===== src/rtl/obi_pkg.sv =====
// rtl/obi_pkg.sv - shared OBI initiator-select encodings
package obi_pkg;

  // Initiator select encodings, shared with obi_demux
  localparam logic [1:0] SEL_NONE  = 2'd0;
  localparam logic [1:0] SEL_PORT1 = 2'd1;
  localparam logic [1:0] SEL_PORT2 = 2'd2;

  // Port that should be favoured after the given port has been served
  function automatic logic [1:0] other_port(input logic [1:0] sel);
    return (sel == SEL_PORT2) ? SEL_PORT1 : SEL_PORT2;
  endfunction

endpackage


===== src/rtl/obi_id_fifo.sv =====
// rtl/obi_id_fifo.sv - small FIFO holding initiator IDs of outstanding transactions
module obi_id_fifo #(
  parameter  int WIDTH = 1,
  parameter  int DEPTH = 2,
  localparam int CW    = $clog2(DEPTH + 1),
  localparam int PW    = (DEPTH > 1) ? $clog2(DEPTH) : 1
) (
  input  logic             clk_i,
  input  logic             rst_i,
  input  logic             push_i,
  input  logic [WIDTH-1:0] push_data_i,
  input  logic             pop_i,
  output logic [WIDTH-1:0] head_o,
  output logic             full_o,
  output logic             empty_o,
  output logic [CW-1:0]    count_o
);

  logic [WIDTH-1:0] mem_q [DEPTH];
  logic [PW-1:0]    wr_ptr_q;
  logic [PW-1:0]    rd_ptr_q;
  logic [CW-1:0]    count_q;
  logic             do_push;
  logic             do_pop;

  // Pointer advance with explicit wrap so DEPTH=1 keeps the pointer at zero
  function automatic logic [PW-1:0] ptr_next(input logic [PW-1:0] ptr);
    if (ptr == PW'(DEPTH - 1)) begin
      return '0;
    end
    return ptr + PW'(1);
  endfunction

  // Writes into a full FIFO and reads from an empty one are ignored
  assign do_push = push_i & ~full_o;
  assign do_pop  = pop_i & ~empty_o;

  assign full_o  = (count_q == CW'(DEPTH));
  assign empty_o = (count_q == '0);
  assign count_o = count_q;
  assign head_o  = mem_q[rd_ptr_q];

  // Storage and write pointer
  always_ff @(posedge clk_i or posedge rst_i) begin
    if (rst_i) begin
      for (int i = 0; i < DEPTH; i++) begin
        mem_q[i] <= '0;
      end
      wr_ptr_q <= '0;
    end else if (do_push) begin
      mem_q[wr_ptr_q] <= push_data_i;
      wr_ptr_q        <= ptr_next(wr_ptr_q);
    end
  end

  // Read pointer
  always_ff @(posedge clk_i or posedge rst_i) begin
    if (rst_i) begin
      rd_ptr_q <= '0;
    end else if (do_pop) begin
      rd_ptr_q <= ptr_next(rd_ptr_q);
    end
  end

  // Occupancy; simultaneous push and pop leave it unchanged
  always_ff @(posedge clk_i or posedge rst_i) begin
    if (rst_i) begin
      count_q <= '0;
    end else begin
      case ({do_push, do_pop})
        2'b10:   count_q <= count_q + CW'(1);
        2'b01:   count_q <= count_q - CW'(1);
        default: count_q <= count_q;
      endcase
    end
  end

endmodule


===== src/rtl/obi_mux_2_to_1.sv =====
// rtl/obi_mux_2_to_1.sv - two-initiator to one-responder OBI arbiter with in-order response routing
module obi_mux_2_to_1
  import obi_pkg::*;
#(
  parameter  int MAX_OUTSTANDING = 2,
  parameter  int FIXED_PRIO      = 0,
  localparam int OCW             = $clog2(MAX_OUTSTANDING + 1)
) (
  input  logic           clk_i,
  input  logic           rst_i,

  input  logic           in1_req_i,
  output logic           in1_gnt_o,
  input  logic [31:0]    in1_addr_i,
  input  logic           in1_we_i,
  input  logic [3:0]     in1_be_i,
  input  logic [31:0]    in1_wdata_i,
  output logic           in1_rvalid_o,
  output logic [31:0]    in1_rdata_o,

  input  logic           in2_req_i,
  output logic           in2_gnt_o,
  input  logic [31:0]    in2_addr_i,
  input  logic           in2_we_i,
  input  logic [3:0]     in2_be_i,
  input  logic [31:0]    in2_wdata_i,
  output logic           in2_rvalid_o,
  output logic [31:0]    in2_rdata_o,

  output logic           out_req_o,
  input  logic           out_gnt_i,
  output logic [31:0]    out_addr_o,
  output logic           out_we_o,
  output logic [3:0]     out_be_o,
  output logic [31:0]    out_wdata_o,
  input  logic           out_rvalid_i,
  input  logic [31:0]    out_rdata_i,

  output logic [OCW-1:0] outstanding_o,
  output logic           resp_err_o
);

  logic [1:0] sel;
  logic [1:0] sel_q;
  logic [1:0] rr_q;
  logic       lock_q;
  logic       any_req;
  logic       accept;
  logic       sel_is_port2;
  logic       fifo_full;
  logic       fifo_empty;
  logic       fifo_head;
  logic       resp_pop;
  logic       resp_err_q;

  // Arbitration: a stalled request keeps its initiator until accepted
  always_comb begin
    sel = SEL_NONE;
    if (lock_q) begin
      sel = sel_q;
    end else if (in1_req_i && !in2_req_i) begin
      sel = SEL_PORT1;
    end else if (in2_req_i && !in1_req_i) begin
      sel = SEL_PORT2;
    end else if (in1_req_i && in2_req_i) begin
      if (FIXED_PRIO != 0) begin
        sel = SEL_PORT1;
      end else begin
        sel = rr_q;
      end
    end
  end

  assign any_req      = in1_req_i | in2_req_i;
  assign out_req_o    = any_req & ~fifo_full & ~rst_i;
  assign accept       = out_req_o & out_gnt_i;
  assign sel_is_port2 = (sel == SEL_PORT2);

  // Address-phase fields default to in1 when nobody is selected
  assign out_addr_o  = sel_is_port2 ? in2_addr_i  : in1_addr_i;
  assign out_we_o    = sel_is_port2 ? in2_we_i    : in1_we_i;
  assign out_be_o    = sel_is_port2 ? in2_be_i    : in1_be_i;
  assign out_wdata_o = sel_is_port2 ? in2_wdata_i : in1_wdata_i;

  assign in1_gnt_o = accept & (sel == SEL_PORT1);
  assign in2_gnt_o = accept & (sel == SEL_PORT2);

  // Lock holds the stalled selection so the address phase stays stable
  always_ff @(posedge clk_i or posedge rst_i) begin
    if (rst_i) begin
      lock_q <= 1'b0;
      sel_q  <= SEL_NONE;
    end else if (accept) begin
      lock_q <= 1'b0;
    end else if (out_req_o) begin
      lock_q <= 1'b1;
      sel_q  <= sel;
    end
  end

  // Round-robin pointer moves to the initiator that was not just served
  always_ff @(posedge clk_i or posedge rst_i) begin
    if (rst_i) begin
      rr_q <= SEL_PORT1;
    end else if (accept) begin
      rr_q <= other_port(sel);
    end
  end

  // One entry per accepted transaction: 0 = in1, 1 = in2
  obi_id_fifo #(
    .WIDTH (1),
    .DEPTH (MAX_OUTSTANDING)
  ) u_id_fifo (
    .clk_i       (clk_i),
    .rst_i       (rst_i),
    .push_i      (accept),
    .push_data_i (sel_is_port2),
    .pop_i       (resp_pop),
    .head_o      (fifo_head),
    .full_o      (fifo_full),
    .empty_o     (fifo_empty),
    .count_o     (outstanding_o)
  );

  // Responses are routed to the oldest outstanding initiator
  assign resp_pop     = out_rvalid_i & ~fifo_empty;
  assign in1_rvalid_o = resp_pop & ~fifo_head;
  assign in2_rvalid_o = resp_pop & fifo_head;
  assign in1_rdata_o  = out_rdata_i;
  assign in2_rdata_o  = out_rdata_i;

  // Sticky flag for a response with nothing outstanding
  always_ff @(posedge clk_i or posedge rst_i) begin
    if (rst_i) begin
      resp_err_q <= 1'b0;
    end else if (out_rvalid_i && fifo_empty) begin
      resp_err_q <= 1'b1;
    end
  end

  assign resp_err_o = resp_err_q;

endmodule

===== config.mk =====
export PLATFORM = sky130hd
export DESIGN_NAME = obi_mux_2_to_1
export DESIGN_NICKNAME = d
export VERILOG_FILES = /design/src/rtl/obi_pkg.sv /design/src/rtl/obi_id_fifo.sv /design/src/rtl/obi_mux_2_to_1.sv
export SDC_FILE = /design/constraint.sdc
export NUM_CORES = 1
export LEC_CHECK = 0
export ABC_AREA = 1
export CORE_AREA = 4 4 121 123
export CTS_BUF_LIST = sky130_fd_sc_hd__clkbuf_8
export DETAILED_ROUTE_END_ITERATION = 16
export DIE_AREA = 0 0 125 127
export SETUP_SLACK_MARGIN = 0.05
export SLEW_MARGIN = 20
export SYNTH_ARGS = -nofsm -noshare
export SYNTH_HDL_FRONTEND = slang
export SYNTH_HIERARCHICAL = 1
export SYNTH_SLANG_ARGS = --single-unit

===== constraint.sdc =====
create_clock -name clk_i -period 2.7 [get_ports clk_i]
set_input_delay 0.54 -clock clk_i [delete_from_list [all_inputs] [get_ports clk_i]]
set_output_delay 0.54 -clock clk_i [all_outputs]
set_load 0.005 [all_outputs]

==> results by group, run 1 <==
Floorplanning
  • Rows: 43
  • Die width: 125 um
  • Core footprint: 13700 um^2
  • I/O pins: 317
  • Starting Density: 0.159
  • Die height: 127 um
  • Die footprint: 15900 um^2

STA
  • Final Hold Vio Count: 0
  • Min Tclk post-route: 2.61 ns
  • Measured slew at the worst slew-check pin: 0.247 ns
  • RSZ-0062 raised after global routing: true
  • Endpoints failing setup: 0
  • Normalized max-slew margin: 0.835
  • Fmax: 384 MHz
  • Max Slew Vio Count: 0
  • Fin crit share: 0.965
  • Final worst slack: 0.0935 ns
  • Clk_skew: 0.00314 ns

Final layout
  • Layout Utilization: 0.323
  • # nets final: 725
  • Share of cells above drive strength 1: 0.0640
  • Register area: 302 um^2
  • # diodes: 0
  • Number of cells in the finished layout apart from fillers: 727
  • Fillcell total: 1508
  • Design area: 4420 um^2
  • Area of the multi-input gates: 1190 um^2
  • Area growth, synth to finish: 103%

Placed design
  • GP Congestion: 0.797
  • DP Worst Slack: -0.220 ns
  • DP HPWL: 8100 um
  • Placed cell areas: 4110 um^2
  • DP Cell Count: 711
  • Number of I/O port buffers: 220

Hold path
  • Hold Crit Class: reg2reg

Synthesis
  • Synthesized netlist cell count: 386
  • Synth Warn #: 6
  • Adder-cell share of the synthesized area: 0.00575
  • Post-synthesis mux area share: 0
  • Area fraction in compound gates after synthesis: 0.0103
  • Syn avg cell area: 5.64 um^2
  • Post-Synth XOR/XNOR Area: 0.00402
  • Cell variety after synth: 20
  • Synthesized cell area: 2180 um^2
  • Post-Synth Simple-Gate Area: 0.516
  • Syn_nets: 563
  • Sequential fraction of the synthesis area: 0.139
  • Largest family of logic cells by synthesized area: simple AND/OR/NAND/NOR gates
  • Yosys reg bits: 12

Power
  • Peak VDD IR: 0.396 mV
  • Pleak: 2.31 nW
  • Power per cell area: 728 nW/um^2

CTS
  • Worst-path clk slew: 0.05 ns
  • Hold Buf Count CTS: 0
  • CTS Buf Count: 3
  • CTS sink cnt: 12
  • Root buf cell: clkbuf_8
  • TritonCTS clock tree: done
  • CTS Buffer Depth: 2
  • Clk_lat worst skew: 0.24 ns
  • # H-tree levels: 1

Global routing
  • Antenna violations before repair: 0
  • Vias in the first global route: 3044
  • First-pass GRT wire length: 15800 um
  • Largest net degree at the start of global routing: 46
  • All-layer global routing usage: 0.123
  • Gr ovfl total: 0

Critical path
  • Crit-path max FO: 45
  • CP Capture Type: output pin
  • Worst path bufs/invs: 4
  • CP required: 2.16 ns
  • FF-to-FF setup slack: 0.70 ns
  • Max stage delay on crit path: 0.50 ns
  • Worst path cell trace: dlygate4sd2_1 > inv_1 > nor2_1 > nand2_1 > nand2_4 > buf_12 > nand3_1 > nand2_1 > clkdlybuf4s50_1
  • Most used cell, CP: nand2_1
  • CP arrival: 2.07 ns
  • Critical Path Start Type: primary input
  • CP top delay family: buffers and inverters
  • Critical path class: in2out
  • CP max-delay cell: clkdlybuf4s50_1

Route
  • Wire per inst: 15.2 um
  • DR vias: 3021
  • DR pass1 iterations: 4
  • Final ANT Viol Nets: 0
  • Vias per inst: 4.16
  • Final wirelength: 11000 um
  • DRC errors left: 0
  • First DRT Iteration DRCs: 106

Outcome
  • Status: completed

Flow run
  • Maxcap violations: 0
==> power breakdown <==
group	leakage [nW]	switching, W	internal (W)
sequential	0.144	0.0000684	0.000266
clock	0.0288	0.0000663	0.000129
combinational	2.14	0.00124	0.00145
==> synth_stat cells (all sizes together) <==
cell type    n  area (um^2)
dfstp        1         26.3
nand2      175          684
nand3b       1         7.51
o21ai        3         15.0
a21o         1         7.51
nand3       76          380
xnor2        1         8.76
inv         21         78.8
dfrtp       11          275
buf         85          629
nor3         2         10.0
nor3b        1         7.51
nor2         4         15.0
nand4        3         18.8
ha           1         12.5
==> worst reg2reg max path: stages (launching register included) <==
cell and delay [ns]:
dfrtp_1 0.42, inv_2 0.09, nand2_4 0.09, inv_1 0.05
nor2_1 0.16, nand2_1 0.09, nor2_1 0.17, buf_4 0.18
nand2_1 0.07, ha_1 0.32, inv_1 0.09, nand3_1 0.07
nand2_1 0.06, nand2_1 0.04
==> state kept, by name (all words and copies together), names as in the netlist <==
name                count
u_id_fifo/count_o       2
resp_err_o              1
u_id_fifo/rd_ptr_q      1
rr_q                    2
u_id_fifo/wr_ptr_q      1
u_id_fifo/mem_q         2
sel_q                   2
lock_q                  1
==> worst paths after layout <==
| kind | start | to | cells after the start |
|---|---|---|---|
| setup / recovery | in2_req_i | out_addr_o[28] | 9 |
| setup reg to reg | u_id_fifo/count_o[0]$_DFFE_PP0P_ | u_id_fifo/count_o[1]$_DFFE_PP0P_ | 13 |
| hold reg to reg | resp_err_o$_DFFE_PP0P_ | resp_err_o$_DFFE_PP0P_ | 1 |
| min in group asynchronous | rst_i | resp_err_o$_DFFE_PP0P_ | 2 |
| max in group asynchronous | rst_i | rr_q[0]$_DFFE_PP1P_ | 2 |
| hold / removal | resp_err_o$_DFFE_PP0P_ | resp_err_o$_DFFE_PP0P_ | 1 |
==> kinds of logic (layout without fill, tap and decap cells) <==
logic type               after synthesis  count (layout)
adder cells (fa/ha/maj)                1               1
XOR/XNOR                               1               1
AND/OR/NAND/NOR                      262             262
AO/OA/AOI/OAI                          4               4
flip-flops                            12              12
buffers and inverters                106             267
==> metrics by stage <==
stage	TNS [ns]	total power [W]	hold slack, ns
floorplan	0	0.00151	0.330
global placement	-10.80	0.00273	0.443
detailed placement	-10.93	0.00277	0.456
CTS	0	0.00328	0.469
global route	0	0.00349	0.495
finish	0	0.00322	0.458
==> layout by cell type, fill, tap and decap left out, drive strengths merged <==
cell / count
a21o: 1
buf: 19
bufbuf: 2
clkbuf: 5
clkdlybuf4s50: 170
dfrtp: 11
dfstp: 1
dlygate4sd2: 36
dlymetal6s2s: 14
ha: 1
inv: 21
nand2: 175
nand3: 76
nand3b: 1
nand4: 3
nor2: 4
nor3: 2
nor3b: 1
o21ai: 3
xnor2: 1
==> final cells by class <==
class | count | area share
clock buffers | 4 | 0.0125
inverters | 21 | 0.0178
multi-input cells | 268 | 0.268
flip-flops and latches | 12 | 0.0682
well taps | 180 | 0.0510
repair buffers | 242 | 0.582
==> layer usage <==
layer  wire (um)  global-route usage
met5           0                   0
met2        5440               0.221
met1        4130               0.136
met3        1120              0.0393
met4         362              0.0478
==> what timing repair did <==
item / CTS / global route
resized for setup: 44 / 17
setup buffers: 5 / 2
endpoints found under the setup margin: 71 / 33
gates cloned: 5 / 1
pin swaps: 0 / 2
No activity file was read; power rests on OpenSTA's default activity.
==> run 2, diff against run 1 <==
--- a/config.mk
+++ b/config.mk
@@ -6,6 +6,7 @@
 export NUM_CORES = 1
 export LEC_CHECK = 0
 export ABC_AREA = 1
+export CAP_MARGIN = 0
 export CORE_AREA = 4 4 121 123
 export CTS_BUF_LIST = sky130_fd_sc_hd__clkbuf_8
 export DETAILED_ROUTE_END_ITERATION = 16
==> results of run 2 <==
Same layout as run 1: the final DEF is identical, and so are final timing and power.
==> run 3, diff against run 2 <==
--- a/config.mk
+++ b/config.mk
@@ -7,12 +7,15 @@
 export LEC_CHECK = 0
 export ABC_AREA = 1
 export CAP_MARGIN = 0
-export CORE_AREA = 4 4 121 123
+export CELL_PAD_IN_SITES_DETAIL_PLACEMENT = 1
+export CELL_PAD_IN_SITES_GLOBAL_PLACEMENT = 1
+export CORE_ASPECT_RATIO = 0.75
+export CORE_MARGIN = 4
+export CORE_UTILIZATION = 14
 export CTS_BUF_LIST = sky130_fd_sc_hd__clkbuf_8
 export DETAILED_ROUTE_END_ITERATION = 16
-export DIE_AREA = 0 0 125 127
+export PLACE_DENSITY_LB_ADDON = 0.1
 export SETUP_SLACK_MARGIN = 0.05
-export SLEW_MARGIN = 20
 export SYNTH_ARGS = -nofsm -noshare
 export SYNTH_HDL_FRONTEND = slang
 export SYNTH_HIERARCHICAL = 1
==> results by group, run 3 (same netlist as run 1, synthesis figures left out) <==
Route
  • DRC errors left: 0
  • DR pass1 iterations: 6
  • Final ANT Viol Nets: 0
  • Final wirelength: 12100 um
  • Wire per inst: 15.8 um
  • Vias per inst: 4.01
  • DR vias: 3056
  • First DRT Iteration DRCs: 82

Critical path
  • Critical path class: in2out
  • CP Capture Type: output pin
  • Reg2Reg Depth: 13
  • CP required: 2.16 ns
  • Critical Path Start Type: primary input
  • CP arrival: 2.13 ns
  • Crit-path max FO: 11

CTS
  • TritonCTS clock tree: done
  • Root buf cell: clkbuf_8
  • # H-tree levels: 1
  • Clk_lat worst skew: 0.23 ns
  • CTS sink cnt: 12
  • CTS Buffer Depth: 2
  • Hold Buf Count CTS: 0
  • CTS Buf Count: 3
  • Worst-path clk slew: 0.05 ns

STA
  • Max Slew Vio Count: 0
  • Min Tclk post-route: 2.67 ns
  • Setup TNS: 0 ns
  • Final Hold Vio Count: 0
  • Measured slew at the worst slew-check pin: 0.237 ns
  • Fmax: 375 MHz
  • Fin crit share: 0.987
  • Clk_skew: 0.00210 ns
  • Endpoints failing setup: 0
  • Normalized max-slew margin: 0.842
  • RSZ-0062 raised after global routing: true

Final layout
  • Share of cells above drive strength 1: 0.0878
  • Commonest non-fill, non-tap cell in the layout: nand2_1
  • # nets final: 736
  • Area growth, synth to finish: 110%
  • Most frequent cells in the layout: nand2_1, clkdlybuf4s50_1, nand3_1
  • # diodes: 0
  • Fillcell total: 1885

Global routing
  • First-pass GRT wire length: 18100 um
  • Met2 Track Usage GR: 0.225
  • Vias in the first global route: 3213
  • GRT met1 Usage: 0.155
  • All-layer global routing usage: 0.127
  • Largest net degree at the start of global routing: 26
  • Antenna violations before repair: 0
  • GRT Max-Usage Layer: met2
  • Gr ovfl total: 0
  • M3 GR Usage: 0.0433

Placed design
  • DP HPWL: 9390 um
  • GP Congestion: 0.746
  • Number of I/O port buffers: 220

Floorplanning
  • Rows: 39
  • Die height: 116 um
  • Die footprint: 17600 um^2
  • I/O pins: 317
  • Die width: 152 um
  • Starting Density: 0.143
  • Core footprint: 15200 um^2

Power
  • Pleak: 2.40 nW
  • Power per cell area: 733 nW/um^2
  • Total power: 0.00336 W
  • Peak VDD IR: 0.255 mV

Hold path
  • Hold Crit Depth: 2
  • Hold Crit Class: reg2reg

Flow run
  • Maxcap violations: 0

Outcome
  • Status: completed
## run 3: critical path, stage by stage
cell and delay, ns:
dlygate4sd2_1 0.25, inv_1 0.07, nor2_1 0.04, nand2_1 0.10, nand2_4 0.12, nand2_8 0.14
buf_12 0.12, buf_16 0.12, nand2_1 0.05, nand2_1 0.05, clkdlybuf4s50_1 0.51
## run 3: path summary, 6_finish.rpt
check                                                 startpoint                          endpoint  slack (ns)
worst max-delay path                                   in2_req_i                    out_addr_o[12]        0.03
worst min register to register               rr_q[0]$_DFFE_PP1P_               rr_q[0]$_DFFE_PP1P_        0.48
max in group asynchronous                                  rst_i               rr_q[0]$_DFFE_PP1P_        1.74
worst min-delay path                         rr_q[0]$_DFFE_PP1P_               rr_q[0]$_DFFE_PP1P_        0.48
worst max register to register  u_id_fifo/count_o[0]$_DFFE_PP0P_  u_id_fifo/count_o[1]$_DFFE_PP0P_        0.76
min in group asynchronous                                  rst_i            resp_err_o$_DFFE_PP0P_        0.70
## run 3: cell type report
type | count | area (um^2) | share of cell area
clock buffer | 4 | 55.1 | 0.0120
inverter | 21 | 78.8 | 0.0172
multi-input combinational | 268 | 1190 | 0.259
sequential | 12 | 302 | 0.0659
tap | 205 | 256 | 0.0561
timing repair buffer | 253 | 2700 | 0.589
## run 3: per-stage QoR
stage	instances	hold slack [ns]	utilization	cell area [um^2]	worst slack (ns)
final	763	0.476	0.300	4570	0.0344
after global routing	763	0.492	0.300	4570	-0.0749
after CTS	759	0.479	0.295	4500	-0.0336
after detailed placement	743	0.469	0.277	4220	-0.227
after global placement	743	0.459	0.277	4220	-0.195
after floorplan	386	0.330	-	2180	0.888
## run 3: layer usage
metal	wire (um)	vias up
met3	962	16
met2	6000	136
li1	-	1501
met5	0	-
met4	107	0
met1	5000	1403
## run 3: timing repair
item	in CTS	in global routing
gates cloned	6	0
hold endpoints to repair	0	0
setup buffers	6	4
pin swaps	0	1
setup endpoints to repair	71	34
gates resized for setup	53	21
## run 3: report_power, final
part	total (W)	switching, W	internal, W	leakage [nW]
clock	0.000191	0.0000621	0.000129	0.0288
sequential	0.000337	0.0000711	0.000266	0.144
combinational	0.00283	0.00130	0.00153	2.23
total	0.00336	0.00143	0.00192	2.40
